===== config.mk =====
export PLATFORM = sky130hd
export DESIGN_NAME = bus_arbiter_flat
export DESIGN_NICKNAME = d
export VERILOG_FILES = /design/src/rtl/bus_arbiter_if.sv /design/src/rtl/bus_arbiter.sv /design/src/flat_wrapper.sv
export SDC_FILE = /design/constraint.sdc
export NUM_CORES = 1
export LEC_CHECK = 0
export CELL_PAD_IN_SITES_DETAIL_PLACEMENT = 1
export CELL_PAD_IN_SITES_GLOBAL_PLACEMENT = 1
export CORE_MARGIN = 2
export CORE_UTILIZATION = 15
export DETAILED_ROUTE_END_ITERATION = 7
export GPL_ROUTABILITY_DRIVEN = 0
export GPL_TIMING_DRIVEN = 0
export PLACE_DENSITY_LB_ADDON = 0.05
export SLEW_MARGIN = 20
export SYNTH_ARGS = -nofsm -noshare
export SYNTH_HDL_FRONTEND = slang
export SYNTH_SLANG_ARGS = --single-unit

===== constraint.sdc =====
create_clock -name clk_i -period 3.92 [get_ports clk_i]
set_input_delay 0.98 -clock clk_i [delete_from_list [all_inputs] [get_ports clk_i]]
set_output_delay 0.98 -clock clk_i [all_outputs]
set_load 0.005 [all_outputs]

===== src/rtl/bus_arbiter_if.sv =====
// bus_arbiter_if
//   Groups the per-master request side and the shared SoC memory bus side
//   of the round-robin bus arbiter.
//   Parameter: NUM_M - number of masters (2..4).
//   Master side : req_i, lock_i, wstrb_i, addr_i, wvalue_i (packed, master i
//                 at slice i) -> gnt_o, rvalid_o, rdata_o.
//   Bus side    : bus_enable_o, bus_wstrb_o, bus_addr_o, bus_wvalue_o,
//                 bus_addr_prev_o -> bus_rvalue_i.
//   modport slave  : the arbiter's view.
//   modport master : the view of the surrounding SoC (masters + region mux).
interface bus_arbiter_if #(
    parameter int unsigned NUM_M = 2
);
    logic [NUM_M-1:0]    req_i;
    logic [NUM_M-1:0]    lock_i;
    logic [4*NUM_M-1:0]  wstrb_i;
    logic [32*NUM_M-1:0] addr_i;
    logic [32*NUM_M-1:0] wvalue_i;
    logic [NUM_M-1:0]    gnt_o;
    logic [NUM_M-1:0]    rvalid_o;
    logic [31:0]         rdata_o;
    logic                bus_enable_o;
    logic [3:0]          bus_wstrb_o;
    logic [31:0]         bus_addr_o;
    logic [31:0]         bus_wvalue_o;
    logic [31:0]         bus_addr_prev_o;
    logic [31:0]         bus_rvalue_i;

    modport slave (
        input  req_i, lock_i, wstrb_i, addr_i, wvalue_i, bus_rvalue_i,
        output gnt_o, rvalid_o, rdata_o, bus_enable_o, bus_wstrb_o,
               bus_addr_o, bus_wvalue_o, bus_addr_prev_o
    );

    modport master (
        output req_i, lock_i, wstrb_i, addr_i, wvalue_i, bus_rvalue_i,
        input  gnt_o, rvalid_o, rdata_o, bus_enable_o, bus_wstrb_o,
               bus_addr_o, bus_wvalue_o, bus_addr_prev_o
    );
endinterface


===== src/rtl/bus_arbiter.sv =====
// bus_arbiter
//   Round-robin arbiter sharing the single SoC memory bus between NUM_M
//   masters. Grants are combinational in the request cycle; read data is
//   returned one cycle after a read grant and steered with rvalid_o.
//   Owns the registered previous bus address used for read-data decode.
//
//   Parameters: NUM_M (2..4), MAX_BURST (1..255, locked builds only).
//   Ports     : clk_i  - system clock
//               rst_i  - synchronous active-high reset
//               bus    - bus_arbiter_if.slave (master requests + shared bus)
//
//   Build option: define BUS_ARB_LOCK_EN to enable locked bursts (LOCKED
//   state, owner, burst counter capped at MAX_BURST). Without it lock_i is
//   ignored and arbitration is pure per-access round-robin.
module bus_arbiter #(
    parameter int unsigned NUM_M     = 2,
    parameter int unsigned MAX_BURST = 8
) (
    input logic          clk_i,
    input logic          rst_i,
    bus_arbiter_if.slave bus
);

    typedef logic [1:0] idx_t;

    function automatic idx_t next_idx(input idx_t m);
        return (m == idx_t'(NUM_M - 1)) ? '0 : m + 2'd1;
    endfunction

    idx_t             ptr_q, ptr_d;
    logic             rr_valid;
    idx_t             rr_idx;
    logic             grant_valid;
    idx_t             grant_idx;
    logic [NUM_M-1:0] gnt;
    logic [NUM_M-1:0] rvalid_q, rd_d;
    logic [31:0]      addr_prev_q;
    logic             b_en;
    logic [3:0]       b_wstrb;
    logic [31:0]      b_addr;
    logic [31:0]      b_wdata;

    // Round-robin search: first requester at or above ptr, else wrap to the
    // lowest requester.
    always_comb begin
        rr_valid = 1'b0;
        rr_idx   = '0;
        for (int unsigned i = 0; i < NUM_M; i++) begin
            if (!rr_valid && bus.req_i[i] && (idx_t'(i) >= ptr_q)) begin
                rr_valid = 1'b1;
                rr_idx   = idx_t'(i);
            end
        end
        for (int unsigned i = 0; i < NUM_M; i++) begin
            if (!rr_valid && bus.req_i[i]) begin
                rr_valid = 1'b1;
                rr_idx   = idx_t'(i);
            end
        end
    end

`ifdef BUS_ARB_LOCK_EN
    typedef enum logic [0:0] {
        IDLE   = 1'b0,
        LOCKED = 1'b1
    } state_t;

    localparam logic [7:0] BURST_CAP = 8'(MAX_BURST);

    state_t     state_q, state_d;
    idx_t       owner_q, owner_d;
    logic [7:0] cnt_q, cnt_d, cnt_inc;
    logic       own_req, own_lock, win_lock;

    always_comb begin
        own_req  = 1'b0;
        own_lock = 1'b0;
        win_lock = 1'b0;
        for (int unsigned i = 0; i < NUM_M; i++) begin
            if (owner_q == idx_t'(i)) begin
                own_req  = bus.req_i[i];
                own_lock = bus.lock_i[i];
            end
            if (rr_idx == idx_t'(i)) begin
                win_lock = bus.lock_i[i];
            end
        end
    end

    always_comb begin
        state_d     = state_q;
        owner_d     = owner_q;
        cnt_d       = cnt_q;
        ptr_d       = ptr_q;
        grant_valid = 1'b0;
        grant_idx   = owner_q;
        cnt_inc     = (cnt_q == 8'hFF) ? cnt_q : cnt_q + 8'd1;
        if (!rst_i) begin
            if (state_q == LOCKED && own_lock) begin
                if (own_req) begin
                    grant_valid = 1'b1;
                    grant_idx   = owner_q;
                    cnt_d       = cnt_inc;
                    if (cnt_inc >= BURST_CAP) begin
                        state_d = IDLE;
                        ptr_d   = next_idx(owner_q);
                    end
                end
            end else begin
                // Free arbitration; also covers the owner dropping its lock.
                state_d = IDLE;
                if (rr_valid) begin
                    grant_valid = 1'b1;
                    grant_idx   = rr_idx;
                    ptr_d       = next_idx(rr_idx);
                    // With a cap of one the first grant already exhausts the burst.
                    if (win_lock && (BURST_CAP > 8'd1)) begin
                        state_d = LOCKED;
                        owner_d = rr_idx;
                        cnt_d   = 8'd1;
                    end
                end
            end
        end
    end

    always_ff @(posedge clk_i) begin
        if (rst_i) begin
            state_q <= IDLE;
            owner_q <= '0;
            cnt_q   <= '0;
        end else begin
            state_q <= state_d;
            owner_q <= owner_d;
            cnt_q   <= cnt_d;
        end
    end
`else
    always_comb begin
        ptr_d       = ptr_q;
        grant_valid = 1'b0;
        grant_idx   = rr_idx;
        if (!rst_i && rr_valid) begin
            grant_valid = 1'b1;
            ptr_d       = next_idx(rr_idx);
        end
    end
`endif

    // Grant vector and shared-bus mux; everything reads as zero without a grant.
    always_comb begin
        gnt     = '0;
        b_wstrb = '0;
        b_addr  = '0;
        b_wdata = '0;
        for (int unsigned i = 0; i < NUM_M; i++) begin
            if (grant_valid && (grant_idx == idx_t'(i))) begin
                gnt[i]  = 1'b1;
                b_wstrb = bus.wstrb_i[4*i +: 4];
                b_addr  = bus.addr_i[32*i +: 32];
                b_wdata = bus.wvalue_i[32*i +: 32];
            end
        end
        b_en = grant_valid;
        rd_d = (b_wstrb == 4'h0) ? gnt : '0;
    end

    always_ff @(posedge clk_i) begin
        if (rst_i) begin
            ptr_q       <= '0;
            rvalid_q    <= '0;
            addr_prev_q <= '0;
        end else begin
            ptr_q       <= ptr_d;
            rvalid_q    <= rd_d;
            addr_prev_q <= b_addr;
        end
    end

    assign bus.gnt_o           = gnt;
    // Reset arriving the cycle after a read grant cancels that read return.
    assign bus.rvalid_o        = rvalid_q & {NUM_M{~rst_i}};
    assign bus.rdata_o         = bus.bus_rvalue_i;
    assign bus.bus_enable_o    = b_en;
    assign bus.bus_wstrb_o     = b_wstrb;
    assign bus.bus_addr_o      = b_addr;
    assign bus.bus_wvalue_o    = b_wdata;
    assign bus.bus_addr_prev_o = addr_prev_q;

endmodule


===== src/flat_wrapper.sv =====
// flat-port wrapper written by rule: the top's interface ports become plain ports
module bus_arbiter_flat 
#(
    parameter int unsigned NUM_M     = 2,
    parameter int unsigned MAX_BURST = 8
)
  (clk_i, rst_i, bus_req_i, bus_lock_i, bus_wstrb_i, bus_addr_i, bus_wvalue_i, bus_bus_rvalue_i, bus_gnt_o, bus_rvalid_o, bus_rdata_o, bus_bus_enable_o, bus_bus_wstrb_o, bus_bus_addr_o, bus_bus_wvalue_o, bus_bus_addr_prev_o);
  bus_arbiter_if #(.NUM_M(NUM_M)) bus_i ();
  input logic clk_i;
  input logic rst_i;
  input wire logic [$bits(bus_i.req_i)-1:0] bus_req_i;
  input wire logic [$bits(bus_i.lock_i)-1:0] bus_lock_i;
  input wire logic [$bits(bus_i.wstrb_i)-1:0] bus_wstrb_i;
  input wire logic [$bits(bus_i.addr_i)-1:0] bus_addr_i;
  input wire logic [$bits(bus_i.wvalue_i)-1:0] bus_wvalue_i;
  input wire logic [$bits(bus_i.bus_rvalue_i)-1:0] bus_bus_rvalue_i;
  output wire logic [$bits(bus_i.gnt_o)-1:0] bus_gnt_o;
  output wire logic [$bits(bus_i.rvalid_o)-1:0] bus_rvalid_o;
  output wire logic [$bits(bus_i.rdata_o)-1:0] bus_rdata_o;
  output wire logic [$bits(bus_i.bus_enable_o)-1:0] bus_bus_enable_o;
  output wire logic [$bits(bus_i.bus_wstrb_o)-1:0] bus_bus_wstrb_o;
  output wire logic [$bits(bus_i.bus_addr_o)-1:0] bus_bus_addr_o;
  output wire logic [$bits(bus_i.bus_wvalue_o)-1:0] bus_bus_wvalue_o;
  output wire logic [$bits(bus_i.bus_addr_prev_o)-1:0] bus_bus_addr_prev_o;
  assign bus_i.req_i = bus_req_i;
  assign bus_i.lock_i = bus_lock_i;
  assign bus_i.wstrb_i = bus_wstrb_i;
  assign bus_i.addr_i = bus_addr_i;
  assign bus_i.wvalue_i = bus_wvalue_i;
  assign bus_i.bus_rvalue_i = bus_bus_rvalue_i;
  assign bus_gnt_o = bus_i.gnt_o;
  assign bus_rvalid_o = bus_i.rvalid_o;
  assign bus_rdata_o = bus_i.rdata_o;
  assign bus_bus_enable_o = bus_i.bus_enable_o;
  assign bus_bus_wstrb_o = bus_i.bus_wstrb_o;
  assign bus_bus_addr_o = bus_i.bus_addr_o;
  assign bus_bus_wvalue_o = bus_i.bus_wvalue_o;
  assign bus_bus_addr_prev_o = bus_i.bus_addr_prev_o;
  bus_arbiter #(.NUM_M(NUM_M), .MAX_BURST(MAX_BURST)) u_core (.clk_i(clk_i), .rst_i(rst_i), .bus(bus_i));
endmodule

Word-level counts from Yosys, hierarchy flattened
Cells that the tools add are included.
{"block": "classes", "eq_ne": 1, "magnitude_cmp": 2, "addsub": 1, "n_bitwise": 3, "n_reduce_logical": 15, "n_mux": 17}
{"cell": "two-way mux 32 bit", "n": 4}
{"cell": "two-way mux 1 bit", "n": 10}
{"cell": "logical AND 1 bit", "n": 8}
{"cell": "two-way mux 4 bit", "n": 2}
{"cell": ">= comparator 1 x 2 -> 1 bit, first input constant", "n": 2}
{"cell": "logical NOT 1 bit", "n": 4}
{"cell": "logical NOT 4 bit", "n": 1}
{"cell": "adder 1 x 1 -> 2 bit, second input constant", "n": 1}
{"cell": "AND 2 bit", "n": 1}
{"cell": "logical NOT 2 bit", "n": 1}
{"cell": "two-way mux 2 bit", "n": 1}
{"cell": "inverter 1 bit", "n": 2}
{"cell": "OR reduction 2 bit", "n": 1}
{"cell": "equality test 1 bit, second input constant", "n": 1}
{"block": "totals", "wordCells": 42, "regBits": 36}

Depth between registers and ports, before layout
{"block": "logic_depth", "word_depth": 21, "mapped_depth": 5}

Worst setup path after synthesis
OpenSTA, ideal clock, no wires.
{"block": "synth_path", "path_kind": "input -> output", "startpoint": "in bus_req_i[0]", "endpoint": "out bus_bus_addr_o[0]", "slack_ns": 1.159, "t_arrival_ns": 1.781, "stages": 5, "cell_sequence": "nor2b_1 -> nor3b_2 -> buf_4 -> buf_6 -> a22o_1"}
{"block": "synth_via", "elab_chain_len": 17, "word_cells_on_any_way": 23}
{"element": "start, declared", "line": "flat_wrapper.sv:11", "text": "input wire logic [$bits(bus_i.req_i)-1:0] bus_req_i;"}
{"element": "logical AND 1 bit", "line": "bus_arbiter.sv:49", "text": "if (!rr_valid && bus.req_i[i] && (idx_t'(i) >= ptr_q)) begin"}
{"element": "two-way mux 1 bit", "line": "bus_arbiter.sv:49"}
{"element": "logical NOT 1 bit", "line": "bus_arbiter.sv:49"}
{"element": "logical AND 1 bit (2 in a row)", "line": "bus_arbiter.sv:49"}
{"element": "two-way mux 1 bit", "line": "bus_arbiter.sv:49"}
{"element": "logical NOT 1 bit", "line": "bus_arbiter.sv:55", "text": "if (!rr_valid && bus.req_i[i]) begin"}
{"element": "logical AND 1 bit", "line": "bus_arbiter.sv:55"}
{"element": "two-way mux 1 bit", "line": "bus_arbiter.sv:55"}
{"element": "logical NOT 1 bit", "line": "bus_arbiter.sv:55"}
{"element": "logical AND 1 bit", "line": "bus_arbiter.sv:55"}
{"element": "two-way mux 1 bit", "line": "bus_arbiter.sv:55"}
{"element": "logical AND 1 bit", "line": "bus_arbiter.sv:143", "text": "if (!rst_i && rr_valid) begin"}
{"element": "two-way mux 1 bit", "line": "bus_arbiter.sv:143"}
{"element": "logical AND 1 bit", "line": "bus_arbiter.sv:157", "text": "if (grant_valid && (grant_idx == idx_t'(i))) begin"}
{"element": "two-way mux 32 bit", "line": "bus_arbiter.sv:157"}
{"element": "two-way mux 32 bit (*)", "line": "bus_arbiter.sv:157"}
{"element": "end, declared", "line": "flat_wrapper.sv:22", "text": "output wire logic [$bits(bus_i.bus_addr_o)-1:0] bus_bus_addr_o;"}
Mark *: on every way between the ends. The rest lies on a longest branch, timed or not.

Worst setup path after layout
{"block": "layout_path", "startpoint": "in bus_req_i[1]", "endpoint": "out bus_bus_wvalue_o[29]"}
{"block": "layout_via", "elab_chain_len": 14, "word_cells_on_any_way": 20}
{"element": "logical AND 1 bit (2 in a row)", "line": "bus_arbiter.sv:49"}
{"element": "two-way mux 1 bit", "line": "bus_arbiter.sv:49"}
{"element": "logical NOT 1 bit", "line": "bus_arbiter.sv:55"}
{"element": "logical AND 1 bit", "line": "bus_arbiter.sv:55"}
{"element": "two-way mux 1 bit", "line": "bus_arbiter.sv:55"}
{"element": "logical NOT 1 bit", "line": "bus_arbiter.sv:55"}
{"element": "logical AND 1 bit", "line": "bus_arbiter.sv:55"}
{"element": "two-way mux 1 bit", "line": "bus_arbiter.sv:55"}
{"element": "logical AND 1 bit", "line": "bus_arbiter.sv:143"}
{"element": "two-way mux 1 bit", "line": "bus_arbiter.sv:143"}
{"element": "logical AND 1 bit", "line": "bus_arbiter.sv:157"}
{"element": "two-way mux 32 bit", "line": "bus_arbiter.sv:157"}
{"element": "two-way mux 32 bit (*)", "line": "bus_arbiter.sv:157"}
{"element": "end, declared", "line": "flat_wrapper.sv:23", "text": "output wire logic [$bits(bus_i.bus_wvalue_o)-1:0] bus_bus_wvalue_o;"}
Marked as above.

==> reports/metrics.csv <==
metric,value,unit
rows,42,
power.switching,315,uW
cts_max_path_buffers,2,
setup.worst_path.start_class,input port,
routed-via-count,2816,
clkTransAtPathRegs,50,ps
switching_share,23.0,%
r2r_start,u_core.ptr_q[0],
cts_root_buffer,clkbuf_16,
hp-class,reg -> reg,
grt_start_max_net_pins,12,
cts_tree,done,
final-setup-viol-count,0,
hpwlAfterDp,11200,um
hold_viol_final,0,
p_total,1.37,mW
period_share,98.0,%
min_path_cells,1,
yosysSeqAreaShare,33.9,%
grt_pass1_vias,3110,
synth_top_cell_area_share,42.4,%
detail-route-antenna-nets,0,
cap_violations,0,
grt_overflow,0,
layout.cells.non_filler,665,
clock-sinks,35,
critPathArrivalTime,2860,ps
r2r-end,u_core.bus.bus_addr_prev_o[9],
synthCells,202,
dieWidth,121,um
vias_per_cell,4.23,
power_frac_clock,34.2,%
power_leakage,2.14,nW
critPathRequiredTime,2940,ps
slew_viol_final,0,
track_usage,16.7,%
synth-seq-cells,35,
io_pins,311,
synth_area_leaders,"a22o_1, dfxtp_1, buf_4, buf_6, buf_2",
yosysTopAreaCell,a22o_1,
fin_crit,3840,ps
worstMarginPinSlew,517,ps
die_y,121,um
syn_to_final_growth,156,%
p_int,1.05,mW
ys_warn_count,0,
drcViolationCount,0,
grt_pass1_wl,18300,um
core,0.0133,mm2
run_status,completed,
cts_buffers,5,
critPathMaxFanout,10,
max_freq,260,MHz
rr_worst_depth,4,
syn_area_per_cell,10.2,um2
dieArea,0.0147,mm2
ir_worst_vdd,0.152,mV
wl_per_cell,19.9,um
path_class,in -> out,
n_antenna_cell,0,
port_buffers,276,
totalWireLength,13200,um
antenna_found_initial,0,
drive_gt1_share,13.5,%
clk-insertion-delay-late,280,ps
dr.pass1.iters,4,
min_from,u_core.ptr_q[0],
combPwrFrac,37.6,%
power.density,258,mW/mm2
p_seq_share,28.2,%
holdBufCountCts,0,
skew,2.31,ps
syn_area,0.00207,mm2
fin_nets,662,
first_iter_violations,95,
start_util,15.5,%
crit_path_end_kind,primary output,
synth_cell_types,14,
relSlewSlack,65.5,%
htreeDepth,2,
rsz0062_at_grt,yes,
r2r_slack,2450,ps
place_inst,654,
syn_nets,376,
min_to,u_core.ptr_q[0],
-- routing by layer --
| layer | share of wire [%] | wire (um) | global-route usage [%] |
|---|---|---|---|
| met1 | 36 | 4770 | 17.8 |
| met2 | 52 | 6830 | 29.9 |
| met3 | 11 | 1430 | 7.80 |
| met4 | 1.4 | 191 | 4.09 |
| met5 | 0 | 0 | 0 |
-- worst max path at each step --
| stage | startpoint | endpoint | slack (ps) |
|---|---|---|---|
| finish | bus_req_i[1] | bus_bus_wvalue_o[29] | 80 |
| CTS | bus_req_i[1] | bus_bus_wvalue_o[29] | 20 |
| floorplan | bus_req_i[0] | bus_bus_addr_o[0] | 1160 |
| global route | bus_req_i[1] | bus_bus_wvalue_o[29] | -20 |
| global placement | rst_i | bus_bus_addr_o[30] | -120 |
| detailed placement | rst_i | bus_bus_wvalue_o[28] | -150 |
-- repair_timing --
| action | CTS | global route |
|---|---|---|
| endpoints found under the setup margin | 60 | 61 |
| resized for setup | 11 | 6 |
| buffers inserted | 2 | 0 |
| pin swaps | 1 | 1 |
| gates cloned | 1 | 0 |
| endpoints found under the hold margin | 0 | 0 |
-- state kept, by name, indices dropped and copies added (netlist names) --
register                    flops
u_core.ptr_q                    1
u_core.bus.bus_addr_prev_o     32
u_core.rvalid_q                 2
-- per-stage QoR --
stage	setup WS (ps)	util (%)	setup TNS [ps]	hold slack (ps)	area, um2
detailed placement	-150	37.8	-6570	505	5050
finish	76.6	39.6	0	542	5290
global placement	-119	37.8	-4350	479	5050
CTS	18.7	39.4	0	540	5270
global route	-21.4	39.6	-109	558	5290
floorplan	1160	-	0	463	2070
-- logic make-up (layout without fill, tap and decap cells) --
| group | count (synthesis) | in the layout | share of synthesized area, % |
|---|---|---|---|
| buf+inv | 54 | 341 | 19.7 |
| simple gates | 11 | 11 | 3.39 |
| compound gates | 102 | 102 | 43.0 |
| flops | 35 | 35 | 33.9 |
-- power by group through the flow --
stage                     Combinational, mW  Sequential [mW]  Clock, mW
after global placement                0.509            0.393          0
after detailed placement              0.509            0.394          0
final                                 0.514            0.386      0.467
after global routing                  0.547            0.388      0.497
after CTS                             0.519            0.386      0.487
after floorplan                       0.142            0.397          0
-- synth_stat cells --
master / number
nor2b_1: 3
a22o_1: 100
o21a_1: 1
and2_1: 2
dfxtp_1: 35
buf_6: 8
buf_2: 10
buf_4: 35
a21oi_1: 1
clkbuf_1: 1
nor2_1: 2
nor3b_2: 1
and3_1: 1
nor4_1: 2
-- area by class of cell --
| cell class | instances | area (um2) |
|---|---|---|
| flip-flops and latches | 35 | 701 |
| multi-input cells | 113 | 968 |
| clock buffers | 6 | 139 |
| plain buffers | 54 | 440 |
| clock inverters | 2 | 35.0 |
| well taps | 176 | 220 |
| repair buffers | 279 | 2790 |
| fillers | 1514 | 8060 |
-- critical path, cell delays in order --
cell             delay (ps)
clkdlybuf4s50_1         460
a21oi_2                 190
and2_1                  180
buf_6                   160
buf_4                   190
a22o_1                  190
clkdlybuf4s50_1         510
-- layout by cell type (no fill, tap or decap), types with 2 or more instances in the layout --
| master | netlist | layout |
|---|---|---|
| clkbuf_16 | 0 | 5 |
| nor2_1 | 2 | 2 |
| nor2b_1 | 3 | 3 |
| buf_4 | 35 | 39 |
| buf_2 | 10 | 4 |
| buf_6 | 8 | 13 |
| nor4_1 | 2 | 2 |
| and2_1 | 2 | 2 |
| dlygate4sd2_1 | 0 | 2 |
| a22o_1 | 100 | 100 |
| dfxtp_1 | 35 | 35 |
| clkdlybuf4s50_1 | 0 | 273 |
Power figures use the tool's default switching activity.
